`src/rtl/pixel_stream_source.sv`:
```
// Ready/valid raster source: reads a frame from a 1-cycle-latency RAM into a 2-entry skid buffer with SOF/EOL tags.
// Optional: define PIXEL_SRC_REPEAT_EN to add repeat_mode (back-to-back frames without a gap).
module pixel_stream_source #(
   parameter int DATA_WIDTH = 2,
   parameter int ADDR_WIDTH = 8,
   parameter int DIM_WIDTH  = 8
) (
   input  logic                  clock,
   input  logic                  reset,
   input  logic                  start,
   input  logic [DIM_WIDTH-1:0]  cfg_width,
   input  logic [DIM_WIDTH-1:0]  cfg_height,
`ifdef PIXEL_SRC_REPEAT_EN
   input  logic                  repeat_mode,
`endif
   output logic                  busy,
   output logic                  done,
   output logic                  mem_rd_en,
   output logic [ADDR_WIDTH-1:0] mem_rd_addr,
   input  logic [DATA_WIDTH-1:0] mem_rd_data,
   output logic [DATA_WIDTH-1:0] data_out,
   output logic                  i_r_ready,
   input  logic                  u_r_ready,
   output logic                  sof,
   output logic                  eol
);

   typedef enum logic [1:0] {IDLE, RUN, DRAIN} state_t;

   typedef struct packed {
      logic                  last;
      logic                  eol;
      logic                  sof;
      logic [DATA_WIDTH-1:0] data;
   } entry_t;

   state_t                r_state;
   logic [DIM_WIDTH-1:0]  r_w, r_h, r_row, r_col;
   logic [ADDR_WIDTH-1:0] r_addr;
   entry_t                r_b0, r_b1;
   logic [1:0]            r_occ;
   logic                  r_inflight, r_if_sof, r_if_eol, r_if_last;
   logic                  r_busy, r_done;

   logic                  w_pop, w_rd_en, w_last_rd, w_repeat, w_col_end;
   logic [2:0]            w_level;
   entry_t                w_new;

`ifdef PIXEL_SRC_REPEAT_EN
   assign w_repeat = repeat_mode;
`else
   assign w_repeat = 1'b0;
`endif

   // Issue a read only if the buffer can still hold it after this edge's pop.
   always_comb begin
      w_pop     = (r_occ != 2'd0) && u_r_ready;
      w_level   = {1'b0, r_occ} + {2'b00, r_inflight} - {2'b00, w_pop};
      w_rd_en   = (r_state == RUN) && (w_level < 3'd2);
      w_col_end = (r_col == r_w - DIM_WIDTH'(1));
      w_last_rd = (r_row == r_h - DIM_WIDTH'(1)) && w_col_end;
      w_new     = {r_if_last, r_if_eol, r_if_sof, mem_rd_data};
   end

   always_comb begin
      busy        = r_busy;
      done        = r_done;
      mem_rd_en   = w_rd_en;
      mem_rd_addr = r_addr;
      i_r_ready   = (r_occ != 2'd0);
      data_out    = i_r_ready ? r_b0.data : '0;
      sof         = i_r_ready & r_b0.sof;
      eol         = i_r_ready & r_b0.eol;
   end

   always_ff @(posedge clock) begin
      if (reset) begin
         r_state    <= IDLE;
         r_busy     <= 1'b0;
         r_done     <= 1'b0;
         r_occ      <= 2'd0;
         r_inflight <= 1'b0;
         r_if_sof   <= 1'b0;
         r_if_eol   <= 1'b0;
         r_if_last  <= 1'b0;
         r_addr     <= '0;
         r_row      <= '0;
         r_col      <= '0;
         r_w        <= '0;
         r_h        <= '0;
         r_b0       <= '0;
         r_b1       <= '0;
      end else begin
         r_done     <= w_pop && r_b0.last;
         r_inflight <= w_rd_en;

         unique case ({r_inflight, w_pop})
            2'b10: begin
               if (r_occ == 2'd0) r_b0 <= w_new;
               else               r_b1 <= w_new;
               r_occ <= r_occ + 2'd1;
            end
            2'b01: begin
               r_b0  <= r_b1;
               r_occ <= r_occ - 2'd1;
            end
            2'b11: begin
               if (r_occ == 2'd1) r_b0 <= w_new;
               else begin
                  r_b0 <= r_b1;
                  r_b1 <= w_new;
               end
            end
            default: ;
         endcase

         if (w_rd_en) begin
            r_if_sof  <= (r_row == '0) && (r_col == '0);
            r_if_eol  <= w_col_end;
            r_if_last <= w_last_rd;
         end

         case (r_state)
            IDLE: begin
               if (start) begin
                  if ((cfg_width != '0) && (cfg_height != '0)) begin
                     r_w     <= cfg_width;
                     r_h     <= cfg_height;
                     r_addr  <= '0;
                     r_row   <= '0;
                     r_col   <= '0;
                     r_busy  <= 1'b1;
                     r_state <= RUN;
                  end else begin
                     r_done <= 1'b1;
                  end
               end
            end
            RUN: begin
               if (w_rd_en) begin
                  if (w_last_rd) begin
                     r_row  <= '0;
                     r_col  <= '0;
                     r_addr <= w_repeat ? '0 : r_addr + ADDR_WIDTH'(1);
                     if (!w_repeat) r_state <= DRAIN;
                  end else begin
                     r_addr <= r_addr + ADDR_WIDTH'(1);
                     if (w_col_end) begin
                        r_col <= '0;
                        r_row <= r_row + DIM_WIDTH'(1);
                     end else begin
                        r_col <= r_col + DIM_WIDTH'(1);
                     end
                  end
               end
            end
            DRAIN: begin
               if (w_pop && r_b0.last) begin
                  r_busy  <= 1'b0;
                  r_state <= IDLE;
               end
            end
            default: r_state <= IDLE;
         endcase
      end
   end

endmodule

```
`config.mk`:
```
export PLATFORM = sky130hd
export DESIGN_NAME = pixel_stream_source
export DESIGN_NICKNAME = d
export VERILOG_FILES = /design/src/rtl/pixel_stream_source.sv
export SDC_FILE = /design/constraint.sdc
export NUM_CORES = 1
export LEC_CHECK = 0
export BUFFER_PORTS_ARGS = -buffer_cell sky130_fd_sc_hd__buf_2
export CAP_MARGIN = 15
export CORE_MARGIN = 4
export CORE_UTILIZATION = 55
export CTS_CLUSTER_DIAMETER = 200
export DETAILED_ROUTE_END_ITERATION = 8
export PLACE_DENSITY = 0.76
export SYNTH_ARGS = -nofsm -noshare
export SYNTH_HDL_FRONTEND = slang
export SYNTH_SLANG_ARGS = --single-unit
```
`constraint.sdc`:
```
create_clock -name clock -period 3.8 [get_ports clock]
set_input_delay 0.19 -clock clock [delete_from_list [all_inputs] [get_ports clock]]
set_output_delay 0.19 -clock clock [all_outputs]
set_load 0.02 [all_outputs]
```
---- Word-level counts from Yosys, hierarchy flattened ----
Cells that the tools add are included.
W data, S select, Z words.
storage, ports and cells
  register bits ........................... 60
  latch bits .............................. 0
  memory bits (writable) .................. 0
  memory bits (read-only) ................. 0
  memories kept ........................... 0
operators by class
  add/sub/neg operators ................... 9
  $mul .................................... 0
  divide/modulo/power cells ............... 0
  order comparisons ....................... 1
  equality and inequality tests ........... 17
  shift-type cells ........................ 0
  mux-type cells .......................... 33
  bitwise logic cells ..................... 2
  reduce and logical (&&, ||, !) cells .... 25
operators by type and width
  kind                   number
  $mux W8                9
  $pmux W8 S2            3
  $add A8 B1 Y8 const B  3
  $mux W5                4
  $eq A8 B8 Y1           2
  $logic_not A8 Y1       2
  $ne A2 B2 Y1 const B   8
  $reduce_bool A8 Y1     2
  $sub A8 B1 Y8 const B  2
  $pmux W5 S3            1
  $mux W2                6
  $pmux W5 S2            1
  $reduce_and A5 Y1      2
  $reduce_bool A2 Y1     5
  $reduce_and A4 Y1      2
  $eq A2 B1 Y1 const B   3
  $eq A2 B2 Y1 const B   3
  $logic_and A1 B1 Y1    6
  $mux W1                6
  $pmux W2 S3            1
  $reduce_and A3 Y1      2
  $logic_not A2 Y1       2
  $pmux W2 S2            1
  $add A2 B1 Y3          1
  other kinds (9)        10

---- Logic depth before layout (Yosys ltp) ----
  word-level depth ........................ 7
  depth in mapped cells ................... 14
  depth with buffers taken out ............ 13

---- Worst setup path after synthesis ----
OpenSTA, ideal clock, no wires.
  kind .................................... reg2reg
  start point ............................. reg r_occ[1]
  end point ............................... reg r_row[1]
  arrival ................................. 3166 ps
  required time ........................... 3725 ps
  setup slack ............................. 559 ps
  stages on the path, launching flop included .. 15
  path buffers ............................ 1
  clock period less this slack ............ 3241 ps
  cell sequence ........................... dfxtp_1 > inv_1 > ha_1 > nor2b_1 > ha_1 > nand2b_1 > fa_1 > xnor2_1 > and2_1 > nand2_1 > inv_2 > or2_2 > a31o_1 > buf_2 > o22ai_1
between the ends
  longest elaborated chain between the ends .. 7
  elaborated cells on any way between the ends .. 8
  those cells by class .................... 2 x add/sub; 1 x order compare; 1 x eq/ne; 4 x reduce/logical
ends and longest elaborated chain
  element                                                                line  RTL
  start, declared                                                        41    logic [1:0] r_occ;
  start signal, assigned                                                 101   r_occ <= r_occ + 2'd1;
  start signal, assigned                                                 105   r_occ <= r_occ - 2'd1;
  parallel branches: the longest is 2 deep, another holds $add A2 B1 Y3  -
  $sub A3 B1 Y3 (*)                                                      58    w_level = {1'b0, r_occ} + {2'b00, r_inflight} - {2'b00, w_pop};
  $lt A3 B2 Y1 (*)                                                       59    w_rd_en = (r_state == RUN) && (w_level < 3'd2);
  $logic_and A1 B1 Y1 (*)                                                59
  $ne A2 B2 Y1 (no source line) (*)                                      -
  $reduce_and A5 Y1 (no source line) (*)                                 -
  end signal, assigned                                                   150   r_row <= r_row + DIM_WIDTH'(1);
  end, declared                                                          38    logic [DIM_WIDTH-1:0] r_w, r_h, r_row, r_col;
Every way passes the cells marked *.
A chain may end at the register's enable or synchronous reset.

---- Final worst setup path ----
Same ends and word-level chain as after synthesis.

==> impl_metrics.toml <==
[route]
drt_wl_total_microns = 6750
antenna_left = 0
detail_route.iter0.violations = 138
first_pass_iters = 4
wl_per_cell_microns = 14.0
drc = 0
via_per_inst = 5.67
vias = 2740

[setup_path]
r2r_cells = 13
worstPathMaxFanout = 10
start_kind = "register"
path_common_cell = "ha_1"
critPathMaxStageDelay_ns = 0.39
cp-end-kind = "register"
cp.required_ns = 4.06
regToRegSetupSlack_ns = 0.31
path_depth = 13
crit_family = "simple AND/OR/NAND/NOR gates"
r2r_start = "r_occ[1]$_SDFFE_PP0N_"
crit_slowest_cell = "dfxtp_1"
cp_cell_sequence = "inv_1, ha_1, nor2b_1, ha_1, nand2b_1, fa_1, xnor2_1, and2_1, nand2_1, inv_2, or2_2, a31o_1, o22ai_1"
r2r-end = "r_row[1]$_SDFFE_PP0P_"
cp.arrival_ns = 3.75
crit_type = "reg -> reg"
path_buf_inv = 2

[finish]
post-route-util = 0.655
nets = 441
diodes = 0
area.growth.synth_to_final_pct = 12.5
layout-drive-gt1-share = 0.161
design_area_sq_um = 3690
finalNonFillerCells = 483

[synthesis]
syn_area_sq_um = 3280
synthFlopType = "dfxtp_1"
synth_fp_nets = 411
yosysWarnings = 0
netlist_instances = 376
synthArstFlopShare = 0
postSynthAreaPerCell_sq_um = 8.74
synth_cell_types = 56
ys_ff_latch = 60
yosysSeqAreaShare = 0.366
synth-edff-count = 0

[sta]
fin_skew_ns = 0.00661
max_freq_ghz = 0.287
hold_viol = 0
worst_pin_slew_ns = 0.729
setup_viol = 0
drv_slew = 0
post-route-min-period_ns = 3.49
fin_setup_tns_ns = 0
period_share = 0.917
rsz0062_at_grt = "no"
relSlewSlack = 0.514

[power_and_ir_drop]
irDropWorstVdd_uv = 373
power.density_nw_per_um2 = 518
p_leak_nw = 1.54
total_power_mw = 1.91

[floorplanning]
rows = 27
die_area_sq_um = 7270
core_area_sq_um = 5640
die_y_microns = 85.3
die_x_microns = 85.3
start_util = 0.582
num_io_pins = 38

[clocking]
numCtsBuffers = 9
holdBufCountCts = 0
clk_pin_slew_ns = 0.07
clkLatencyLatePin_ns = 0.34
cts_tree = "done"
cts.root.buffer_cell = "clkbuf_8"
clock-sinks = 60
cts_resized = 0
clock_path_buffers = 2
htree_levels = 3
post_cts_buffers = 0

[global_routing]
overflow = 0
grt_pass1_wl_microns = 11600
antenna_found_initial = 0
first_global_vias = 2568
grt_max_degree = 41
grt_use_total = 0.196

[run]
cap_violations = 0

[min_path]
worstHoldStart = "cfg_height[2]"
holdPathStages = 3
hold_end = "r_h[2]$_SDFFE_PP0P_"
hold_path.class = "in -> reg"

[placed_design]
placed_area_sq_um = 3490
gp_congestion = 0.773
dp_hpwl_microns = 4920
io_buffer_count = 37
place_inst = 467

[outcome]
outcome = "complete, no violations"
## through the flow
stage	hold slack (ns)	worst slack, ns
after floorplan	0.334	0.559
after global placement	0.442	0.469
after detailed placement	0.450	0.330
after CTS	0.0946	0.318
after global routing	0.0943	0.0174
final	0.106	0.314
## sequential cells by signal (all words and copies together) (netlist names), 2 cells and up
| signal | flops |
|---|---|
| r_w | 8 |
| r_occ | 2 |
| r_col | 8 |
| mem_rd_addr | 8 |
| r_h | 8 |
| r_state | 2 |
| r_b1 | 5 |
| r_row | 8 |
| r_b0 | 5 |
## worst max path at each step
stage / startpoint / endpoint / slack, ns
floorplan: r_occ[1]$_SDFFE_PP0N_ / r_row[1]$_SDFFE_PP0P_ / 0.56
global placement: r_occ[1]$_SDFFE_PP0N_ / r_row[1]$_SDFFE_PP0P_ / 0.47
detailed placement: r_occ[1]$_SDFFE_PP0N_ / r_row[1]$_SDFFE_PP0P_ / 0.33
CTS: r_occ[1]$_SDFFE_PP0N_ / r_row[1]$_SDFFE_PP0P_ / 0.32
global route: r_occ[1]$_SDFFE_PP0N_ / r_row[1]$_SDFFE_PP0P_ / 0.02
finish: r_occ[1]$_SDFFE_PP0N_ / r_row[1]$_SDFFE_PP0P_ / 0.31
## kinds of logic after synthesis
logic type / after synthesis / share of synthesized area
and+or+nand+nor: 149 / 0.229
xor gates and xnor gates: 36 / 0.102
adders and majority gates: 13 / 0.0518
muxes: 22 / 0.0670
AOI/OAI and AO/OA: 60 / 0.141
buffers and inverters: 36 / 0.0434
DFF: 60 / 0.366
## routing by layer
layer / GRT usage / wire length, microns / vias to the layer above
met3: 0.0340 / 328 / 12
met1: 0.242 / 3170 / 1292
met2: 0.328 / 3120 / 59
li1: - / - / 1377
met5: 0 / 0 / -
met4: 0.0950 / 121 / 0
## report_power, final
| group | internal (mW) | total [mW] | switching [mW] |
|---|---|---|---|
| logic | 0.237 | 0.592 | 0.355 |
| clock network | 0.319 | 0.572 | 0.253 |
| registers | 0.694 | 0.750 | 0.0561 |
## placed cells by master (no fill, tap or decap), drive strengths merged, types with 4 or more instances in the layout
cell and n:
nor2 63, dfxtp 60, buf 39, mux2i 22, xor2 20, nand2 18
xnor2 16, inv 16, nand3 13, ha 12, a21oi 11, nor2b 10
clkbuf 10, o21ai 10, a211oi 8, o2111ai 7, and3 6, a221o 6
nor3 5, a22oi 5, a31oi 5, nor4 4, or2 4
## cell usage after synthesis (all sizes together), types with 3 or more instances
master,number,area [sq um]
a211oi,8,77.6
a21oi,11,66.3
a221o,6,60.1
a22oi,5,37.5
a31oi,5,46.3
and3,6,37.5
buf,7,33.8
clkbuf,13,48.8
dfxtp,60,1200
ha,12,150
inv,16,60.1
mux2i,22,220
nand2,18,67.6
nand2b,3,18.8
nand3,13,65.1
nand3b,3,22.5
nand4,3,18.8
nor2,63,236
nor2b,10,62.6
nor3,5,25.0
nor4,4,25.0
nor4b,3,26.3
o2111ai,7,61.3
o21ai,10,53.8
or2,4,25.0
xnor2,16,159
xor2,20,175
## worst min-delay path, delay by kind of cell
kind,cells,cell delay [ns]
buffers and inverters,1,0.09
and+or+nand+nor,1,0.07
muxes,1,0.06
## area by class of cell
type	instances	area [sq um]
fill	488	1950
multi-input combinational	280	1940
sequential	60	1200
timing repair buffer	39	200
clock buffer	10	138
tap	72	90.1
clock inverter	6	63.8
inverter	16	60.1
(Power assumes the default switching activity.)
